===== src/rtl/mceliece_params_pkg.sv =====
// mceliece_params_pkg
// Shared Classic McEliece parameters and helpers for the decapsulation input
// path: n/m/t per parameter set, 32-bit word-count rounding, the source memory
// section enum, and the base offset of each section in the source memory.
package mceliece_params_pkg;

  // Source memory sections, in the order they are streamed into decap.
  typedef enum logic [1:0] {
    SEC_S  = 2'd0,
    SEC_C1 = 2'd1,
    SEC_C0 = 2'd2,
    SEC_PG = 2'd3
  } section_e;

  // Loader sequencer states.
  typedef enum logic [2:0] {
    IDLE = 3'd0,
    RD   = 3'd1,
    CAP  = 3'd2,
    HOLD = 3'd3,
    FIN  = 3'd4
  } ld_state_e;

  function automatic int set_n(input int ps);
    case (ps)
      1:       return 3488;
      2:       return 4608;
      3:       return 6688;
      5:       return 8192;
      default: return 6960;
    endcase
  endfunction

  function automatic int set_m(input int ps);
    return (ps == 1) ? 12 : 13;
  endfunction

  function automatic int set_t(input int ps);
    case (ps)
      1:       return 64;
      2:       return 96;
      3:       return 128;
      5:       return 128;
      default: return 119;
    endcase
  endfunction

  // Number of 32-bit words needed to hold 'bits' bits.
  function automatic int words32(input int bits);
    return (bits + 31) / 32;
  endfunction

  // Word offset of a section inside the contiguous source memory image.
  function automatic int section_base(input section_e sec, input int s_words,
                                      input int c1_words, input int c0_words);
    case (sec)
      SEC_C1:  return s_words;
      SEC_C0:  return s_words + c1_words;
      SEC_PG:  return s_words + c1_words + c0_words;
      default: return 0;
    endcase
  endfunction

  // Section that follows 'sec'; SEC_PG wraps back to SEC_S so the loader is
  // ready for the next run without an extra initialisation step.
  function automatic section_e next_section(input section_e sec);
    case (sec)
      SEC_S:   return SEC_C1;
      SEC_C1:  return SEC_C0;
      SEC_C0:  return SEC_PG;
      default: return SEC_S;
    endcase
  endfunction

endpackage


===== src/rtl/loader_section_ctr.sv =====
// loader_section_ctr
// Word index counter for one source section. The last-word index is latched
// on every load, so a single instance serves all sections in turn.
// Ports:
//   clk, rst   clock, synchronous active-high reset
//   load       clear idx and latch load_last as the new last-word index
//   load_last  last valid index of the section being entered
//   adv        advance idx by one (ignored when load is high)
//   idx        current word index within the section
//   last       idx is the final word of the section
module loader_section_ctr #(
  parameter int MAX_LEN = 218,
  parameter int IW      = (MAX_LEN > 1) ? $clog2(MAX_LEN) : 1
) (
  input  logic          clk,
  input  logic          rst,
  input  logic          load,
  input  logic [IW-1:0] load_last,
  input  logic          adv,
  output logic [IW-1:0] idx,
  output logic          last
);

  logic [IW-1:0] last_idx_q;

  always_ff @(posedge clk) begin
    if (rst) begin
      idx        <= '0;
      last_idx_q <= '0;
    end else if (load) begin
      idx        <= '0;
      last_idx_q <= load_last;
    end else if (adv) begin
      idx <= idx + 1'b1;
    end
  end

  assign last = (idx == last_idx_q);

endmodule


===== src/rtl/decap_input_loader.sv =====
// decap_input_loader
// Streams Classic McEliece decapsulation inputs from a 32-bit single-port
// source memory into the decap core: all s words through the s write port,
// then C1, C0 and poly_g over their valid/ready channels. Each word takes
// RD (issue read), CAP (capture read data), HOLD (present to decap; waits
// for ready on the handshaked channels). done pulses once after the last
// poly_g transfer.
// Ports:
//   clk, rst                         clock, synchronous active-high reset
//   start                            one-cycle run request, honoured in IDLE
//   busy                             run in progress
//   done                             one-cycle pulse, decap may be started
//   src_rd_en/src_addr/src_dout      source memory read port (1-cycle latency)
//   s_wr_en/s_addr/s_out             decap s write port
//   C1_*, C0_*, poly_g_*             valid/ready data channels into decap
module decap_input_loader
  import mceliece_params_pkg::*;
#(
  parameter int parameter_set = 4,
  parameter int n        = set_n(parameter_set),
  parameter int m        = set_m(parameter_set),
  parameter int t        = set_t(parameter_set),
  parameter int S_WORDS  = words32(n),
  parameter int C1_WORDS = 8,
  parameter int C0_WORDS = words32(m * t),
  parameter int PG_WORDS = words32(m * (t + 1)),
  parameter int AW       = $clog2(S_WORDS + C1_WORDS + C0_WORDS + PG_WORDS)
) (
  input  logic                       clk,
  input  logic                       rst,
  input  logic                       start,
  output logic                       busy,
  output logic                       done,
  output logic                       src_rd_en,
  output logic [AW-1:0]              src_addr,
  input  logic [31:0]                src_dout,
  output logic                       s_wr_en,
  output logic [$clog2(S_WORDS)-1:0] s_addr,
  output logic [31:0]                s_out,
  output logic                       C1_valid,
  input  logic                       C1_ready,
  output logic [31:0]                C1_out,
  output logic                       C0_valid,
  input  logic                       C0_ready,
  output logic [31:0]                C0_out,
  output logic                       poly_g_valid,
  input  logic                       poly_g_ready,
  output logic [31:0]                poly_g_out
);

  localparam int SAW     = $clog2(S_WORDS);
  localparam int MAX_SC  = (S_WORDS > C1_WORDS) ? S_WORDS : C1_WORDS;
  localparam int MAX_CP  = (C0_WORDS > PG_WORDS) ? C0_WORDS : PG_WORDS;
  localparam int MAX_LEN = (MAX_SC > MAX_CP) ? MAX_SC : MAX_CP;
  localparam int IW      = $clog2(MAX_LEN);

  localparam int BASE_C1 = section_base(SEC_C1, S_WORDS, C1_WORDS, C0_WORDS);
  localparam int BASE_C0 = section_base(SEC_C0, S_WORDS, C1_WORDS, C0_WORDS);
  localparam int BASE_PG = section_base(SEC_PG, S_WORDS, C1_WORDS, C0_WORDS);

  ld_state_e     state_q, state_d;
  section_e      sec_q, sec_d;
  logic [31:0]   data_q;
  logic [IW-1:0] idx;
  logic [IW-1:0] load_last;
  logic          idx_last;
  logic          sel_ready;
  logic          accept;
  logic          xfer;
  logic          wrap;
  logic          ctr_load;
  logic          ctr_adv;
  logic [AW-1:0] base_addr;

  loader_section_ctr #(
    .MAX_LEN (MAX_LEN),
    .IW      (IW)
  ) u_ctr (
    .clk       (clk),
    .rst       (rst),
    .load      (ctr_load),
    .load_last (load_last),
    .adv       (ctr_adv),
    .idx       (idx),
    .last      (idx_last)
  );

  // ---------------------------------------------------------------------------
  // Transfer decode. Only the selected channel's ready is looked at; s has no
  // backpressure, so its HOLD cycle always completes.
  // ---------------------------------------------------------------------------
  always_comb begin
    // NOTE: every variable assigned here gets a default first, so no path can
    // leave it unassigned and infer a latch.
    sel_ready = 1'b0;
    case (sec_q)
      SEC_C1:  sel_ready = C1_ready;
      SEC_C0:  sel_ready = C0_ready;
      SEC_PG:  sel_ready = poly_g_ready;
      default: sel_ready = 1'b0;
    endcase
  end

  assign accept   = (state_q == IDLE) && start;
  assign xfer     = (state_q == HOLD) && ((sec_q == SEC_S) || sel_ready);
  assign wrap     = xfer && idx_last;
  assign ctr_load = accept || wrap;
  assign ctr_adv  = xfer && !idx_last;

  always_comb begin
    sec_d = sec_q;
    if (accept)    sec_d = SEC_S;
    else if (wrap) sec_d = next_section(sec_q);
  end

  // Last-word index of the section being entered, latched by the counter.
  always_comb begin
    load_last = IW'(S_WORDS - 1);
    case (sec_d)
      SEC_C1:  load_last = IW'(C1_WORDS - 1);
      SEC_C0:  load_last = IW'(C0_WORDS - 1);
      SEC_PG:  load_last = IW'(PG_WORDS - 1);
      default: load_last = IW'(S_WORDS - 1);
    endcase
  end

  // ---------------------------------------------------------------------------
  // FSM: state register, next-state logic, output decode.
  // ---------------------------------------------------------------------------
  always_ff @(posedge clk) begin
    // NOTE: non-blocking assignments so every register samples the values
    // from before the edge, independent of statement order.
    if (rst) begin
      state_q <= IDLE;
      sec_q   <= SEC_S;
      data_q  <= '0;
    end else begin
      state_q <= state_d;
      sec_q   <= sec_d;
      if (state_q == CAP) data_q <= src_dout;
    end
  end

  always_comb begin
    state_d = state_q;
    case (state_q)
      IDLE:    if (start) state_d = RD;
      RD:      state_d = CAP;
      CAP:     state_d = HOLD;
      HOLD: begin
        if (xfer) state_d = (wrap && (sec_q == SEC_PG)) ? FIN : RD;
      end
      FIN:     state_d = IDLE;
      default: state_d = IDLE;
    endcase
  end

  always_comb begin
    base_addr = '0;
    case (sec_q)
      SEC_C1:  base_addr = AW'(BASE_C1);
      SEC_C0:  base_addr = AW'(BASE_C0);
      SEC_PG:  base_addr = AW'(BASE_PG);
      default: base_addr = '0;
    endcase
  end

  always_comb begin
    busy         = (state_q != IDLE);
    done         = (state_q == FIN);
    src_rd_en    = (state_q == RD);
    s_wr_en      = (state_q == HOLD) && (sec_q == SEC_S);
    C1_valid     = (state_q == HOLD) && (sec_q == SEC_C1);
    C0_valid     = (state_q == HOLD) && (sec_q == SEC_C0);
    poly_g_valid = (state_q == HOLD) && (sec_q == SEC_PG);
  end

  // Address and data outputs come straight from registered state; the data
  // register only changes in CAP, so it is stable for the whole HOLD.
  assign src_addr   = base_addr + AW'(idx);
  assign s_addr     = SAW'(idx);
  assign s_out      = data_q;
  assign C1_out     = data_q;
  assign C0_out     = data_q;
  assign poly_g_out = data_q;

endmodule

===== config.mk =====
export PLATFORM = sky130hd
export DESIGN_NAME = decap_input_loader
export DESIGN_NICKNAME = d
export VERILOG_FILES = /design/src/rtl/mceliece_params_pkg.sv /design/src/rtl/loader_section_ctr.sv /design/src/rtl/decap_input_loader.sv
export SDC_FILE = /design/constraint.sdc
export NUM_CORES = 1
export LEC_CHECK = 0
export CORE_MARGIN = 3
export CORE_UTILIZATION = 41
export DETAILED_ROUTE_END_ITERATION = 6
export PLACE_DENSITY = 0.83
export SLEW_MARGIN = 20
export SYNTH_ARGS = -nofsm -noshare
export SYNTH_HDL_FRONTEND = slang
export SYNTH_SLANG_ARGS = --single-unit

===== constraint.sdc =====
create_clock -name clk -period 7.8 [get_ports clk]
set_input_delay 1.56 -clock clk [delete_from_list [all_inputs] [get_ports clk]]
set_output_delay 1.56 -clock clk [all_outputs]
set_load 0.05 [all_outputs]

---- Word level (Yosys, flattened, before mapping) ----
Cells that the tools add are included.
word-level totals
  register bits ........................... 53
  output and inout port bits .............. 152
cells by class
  add/subtract/negate cells ............... 2
  eq/ne operators ......................... 13
  multiplexer cells ....................... 10
  reductions and logical operators ........ 18
operators with widths
  operator                                       count
  case mux 9 bit (3 select lines)                1
  case mux 8 bit (2 select lines)                1
  case mux 3 bit (4 select lines)                1
  adder 9 x 8 -> 9 bit                           1
  logical AND 1 bit                              9
  2-to-1 mux 3 bit                               3
  adder 8 x 1 -> 8 bit, second input constant    1
  == test 2 bit, second input constant           4
  == test 8 bit                                  1
  == test 3 x 2 -> 1 bit, second input constant  2
  case mux 2 bit (3 select lines)                1
  == test 2 x 1 -> 1 bit, second input constant  2
  2-to-1 mux 2 bit                               2
  inequality test 2 bit, second input constant   2
  OR reduction 2 bit                             2
  == test 3 x 1 -> 1 bit, second input constant  1
  == test 3 bit, second input constant           1
  logical NOT 3 bit                              1
  case mux 1 bit (3 select lines)                1
  nonzero test 3 bit                             1
  logical NOT 2 bit                              1
  logical OR 1 bit                               2
  AND reduction 2 bit                            1
  logical NOT 1 bit                              1

---- Longest topological paths before layout ----
  word-level depth ........................ 10
  depth in mapped cells ................... 9
  gate-level depth less buffers ........... 9

---- Modules after synthesis ----
A second synthesis with hierarchy kept.
unflattened totals
  cells, all modules ...................... 417
  area, all modules ....................... 3413.3 µm²
modules (own cells, without submodules)
  module              instances  cells an instance  area each (µm²)  sequential area each (µm²)
  decap_input_loader  1          341                2701.3           740.7
  loader_section_ctr  1          76                 711.9            320.3

---- Worst setup path after synthesis ----
No wires, ideal clock.
  path kind ............................... register -> output
  from .................................... reg u_ctr.idx[0]
  to ...................................... out src_addr[6]
  data arrival time ....................... 2.603 ns
  data required time ...................... 6.240 ns
  path slack .............................. 3.637 ns
  stages on the path, launching flop included .. 8
  buffers on the path ..................... 0
  cells stage by stage .................... dfxtp_1 ha_1 inv_1 fa_1 and3b_1 o211ai_1 nand2_1 xor2_1
between the ends
  longest elaborated chain between the ends .. 1
RTL lines
  what                    line                       source
  start, declared         loader_section_ctr.sv:20   output logic [IW-1:0] idx,
  start signal, assigned  loader_section_ctr.sv:34   idx <= idx + 1'b1;
  adder 9 x 8 -> 9 bit    decap_input_loader.sv:180  assign src_addr = base_addr + AW'(idx);
  end, declared           decap_input_loader.sv:35   output logic [AW-1:0] src_addr,
No other way between the ends.

---- Worst setup path in the final report ----
  from .................................... reg sec_q[0]
  to ...................................... out src_addr[8]
between the ends
  longest elaborated chain between the ends .. 3
RTL lines
  what                                                            line                       source
  start, declared                                                 decap_input_loader.sv:62   section_e sec_q, sec_d;
  start signal, assigned                                          decap_input_loader.sv:135  sec_q <= SEC_S;
  start signal, assigned                                          decap_input_loader.sv:139  sec_q <= sec_d;
  == test 2 bit / == test 2 x 1 -> 1 bit (equally long branches)  decap_input_loader.sv:160  case (sec_q)
  case mux 9 bit (3 select lines) (*)                             decap_input_loader.sv:160
  adder 9 x 8 -> 9 bit (*)                                        decap_input_loader.sv:180
Every way passes the cells marked *; elsewhere a longest branch is shown, timed or not.

==> impl_metrics.py <==
metrics = {
    "run_status": {
        "status": "finished, final reports clean",
    },
    "floorplanning": {
        "die_w_um": 93.6,
        "die_area_um2": 8770,
        "fp.dieH_um": 93.6,
        "core_area_um2": 7370,
        "rows": 31,
        "io_pins": 190,
        "start_util": 0.427,
    },
    "worst_hold_path": {
        "hp-class": "flip-flop to flip-flop",
    },
    "timing": {
        "finalClockSkew_ns": 0.0112,
        "period_needed_ns": 4.97,
        "setup_viol": 0,
        "slew_headroom": 0.536,
        "maxSlewViolCount": 0,
        "tns_ns": 0,
        "max_freq_mhz": 201,
        "fin_crit_sh": 0.637,
        "worst_pin_slew_ns": 0.697,
        "rsz0062_at_grt": "false",
        "hold_viol_final": 0,
    },
    "synth": {
        "ys_types": 44,
        "ys.flop_type": "dfxtp_1",
        "yosysTopAreaCell": "dfxtp_1",
        "netlist_instances": 390,
        "synth_edf_count": 0,
        "synth-seq-area-share": 0.318,
        "synth_most_common_cell": "buf_4",
        "ys_seq_elements": 50,
        "synth_async_sr_flop_share": 0,
        "netlist_area_um2": 3150,
        "ys_warn_count": 0,
        "synth_common_cells": "buf_4, nand2_1, dfxtp_1",
        "synthTopCellsByArea": "dfxtp_1, buf_4, nand2_1, a21oi_1, ha_1",
        "synth_nets": 444,
        "synthDominantCellAreaShare": 0.318,
        "synth_area_per_cell_um2": 8.08,
    },
    "detailed_routing": {
        "drt_iter0_markers": 37,
        "drc": 0,
        "route.detailed.wl_per_inst_um": 14.7,
        "drtPass1Iterations": 4,
        "via_per_inst": 4.72,
        "totalWireLength_um": 8510,
        "vias": 2728,
        "detail-route-antenna-nets": 0,
    },
    "critical_path": {
        "critPathArrivalTime_ns": 3.41,
        "critical_path.startpoint": "sec_q[0]$_SDFF_PP0_",
        "r2r_slack_ns": 5.53,
        "reg2reg_from": "sec_q[0]$_SDFF_PP0_",
        "reg2reg_to": "u_ctr.idx[3]$_SDFFE_PP0P_",
        "cp-end-kind": "output port",
        "crit_type": "flip-flop to output port",
        "crit_path_end": "src_addr[8]",
        "worstPathRequired_ns": 6.24,
        "critPathLaunchType": "flip-flop",
        "ff2ff_path_depth": 8,
        "worstPathMaxFanout": 7,
    },
    "cts": {
        "hold_buffers": 0,
        "cts_tree": "done",
        "cts_resized": 0,
        "insertion_delay_ns": 0.31,
        "cts_setup_buffers": 0,
        "cts_root_buf": "clkbuf_8",
        "cts_buffer_depth": 2,
        "ctsHtreeMaxLevel": 2,
        "numCtsBuffers": 5,
        "cts_sinks": 50,
        "path_clk_slew_ns": 0.09,
    },
    "grt": {
        "grt_start_max_net_pins": 38,
        "grt_pass1_vias": 2500,
        "overflow": 0,
        "grt_pass1_wl_um": 12700,
        "antenna_found_initial": 0,
        "track_usage": 0.181,
    },
    "power": {
        "power_mw": 0.870,
        "ir_worst_vdd_mv": 0.100,
        "static-leakage-power_nw": 1.66,
        "p_per_area_nw_per_um2": 192,
    },
    "cells_and_area": {
        "syn_to_final_growth_pct": 43.6,
        "fin_util": 0.614,
        "num_antenna_cells": 0,
        "drive_gt1_frac": 0.0501,
        "nets": 532,
    },
    "placement": {
        "port_buffers": 189,
        "hpwlAfterDp_um": 6740,
        "place_congestion": 0.859,
    },
    "job": {
        "cap_violations": 0,
    },
}
==> flip-flops by register name (all words and copies together), names as in the netlist <==
| signal | cells |
|---|---|
| C0_out | 32 |
| sec_q | 2 |
| state_q | 3 |
| u_ctr.idx | 8 |
| u_ctr.last_idx_q | 5 |
==> report_power, final <==
part	total, mW	switching (mW)	internal [mW]
sequential	0.296	0.0236	0.273
combinational	0.389	0.262	0.127
clock	0.185	0.0880	0.0972
==> layer usage <==
| layer | part of all wire | global-route usage | vias to the layer above |
|---|---|---|---|
| li1 | - | - | 1366 |
| met1 | 0.39 | 0.210 | 1255 |
| met2 | 0.54 | 0.336 | 96 |
| met3 | 0.057 | 0.0338 | 11 |
| met4 | 0.016 | 0.0542 | 0 |
| met5 | 0 | 0 | - |
==> worst max-delay path, stage by stage, from the launching register on <==
cell	delay [ns]
dfxtp_1	0.46
ha_1	0.29
ha_1	0.20
inv_1	0.06
fa_1	0.41
and3b_1	0.26
o211ai_1	0.10
a21boi_0	0.24
nor4_1	0.07
a311o_1	0.32
clkdlybuf4s50_1	0.70
==> logic make-up (layout without fill, tap and decap cells) <==
family	count (synthesis)	after routing	share of synthesized area
AOI/OAI and AO/OA	65	65	0.127
xor gates and xnor gates	12	12	0.0334
adders and majority gates	16	16	0.0660
buffers and inverters	120	209	0.261
DFF	50	50	0.318
muxes	6	6	0.0191
and+or+nand+nor	121	121	0.176
==> cells in the final DEF, fill, tap and decap left out, drive strengths merged, types with 2 or more instances in the layout <==
| master | synthesis | layout |
|---|---|---|
| ha | 15 | 15 |
| a21oi | 42 | 42 |
| nor4 | 2 | 2 |
| o211ai | 3 | 3 |
| o31ai | 4 | 4 |
| a21boi | 2 | 2 |
| and3 | 2 | 2 |
| clkdlybuf4s50 | 0 | 189 |
| xor2 | 5 | 5 |
| or4 | 3 | 3 |
| nand3 | 3 | 3 |
| xnor2 | 7 | 7 |
| nor2 | 16 | 16 |
| inv | 9 | 10 |
| nand2 | 72 | 72 |
| nor3b | 6 | 6 |
| and2 | 4 | 4 |
| mux2i | 6 | 6 |
| buf | 100 | 3 |
| o21ai | 4 | 4 |
| and3b | 2 | 2 |
| clkbuf | 11 | 5 |
| dfxtp | 50 | 50 |
| nor3 | 5 | 5 |
==> stage by stage <==
stage               cells  area (um^2)  setup slack, ns  hold WS (ns)
floorplan             390         3150             3.64         0.476
global placement      570         4410             3.23         0.483
detailed placement    570         4410             3.15         0.495
CTS                   578         4520             2.82         0.510
global route          578         4520             2.65         0.539
finish                578         4520             2.83         0.507
==> worst min path at each step <==
| stage | slack (ns) | start | cells after the start | end |
|---|---|---|---|---|
| 5_1_grt | 0.54 | C0_out[18]$_SDFFE_PP0P_ | 2 | C0_out[18]$_SDFFE_PP0P_ |
| 2_1_floorplan | 0.48 | u_ctr.last_idx_q[2]$_SDFFE_PP0P_ | 2 | u_ctr.last_idx_q[2]$_SDFFE_PP0P_ |
| 3_5_place_dp | 0.49 | C0_out[8]$_SDFFE_PP0P_ | 2 | C0_out[8]$_SDFFE_PP0P_ |
| 6_report | 0.51 | C0_out[23]$_SDFFE_PP0P_ | 2 | C0_out[23]$_SDFFE_PP0P_ |
| 3_3_place_gp | 0.48 | C0_out[23]$_SDFFE_PP0P_ | 2 | C0_out[23]$_SDFFE_PP0P_ |
| 4_1_cts | 0.51 | C0_out[8]$_SDFFE_PP0P_ | 2 | C0_out[8]$_SDFFE_PP0P_ |
==> final cells by class <==
cell class / instances / area, um^2
multi-input cells: 220 / 1330
clock buffers: 5 / 68.8
flip-flops and latches: 50 / 1000
fillers: 639 / 2850
well taps: 99 / 124
repair buffers: 192 / 1910
clock inverters: 3 / 47.5
inverters: 9 / 33.8
(Power assumes the default switching activity.)
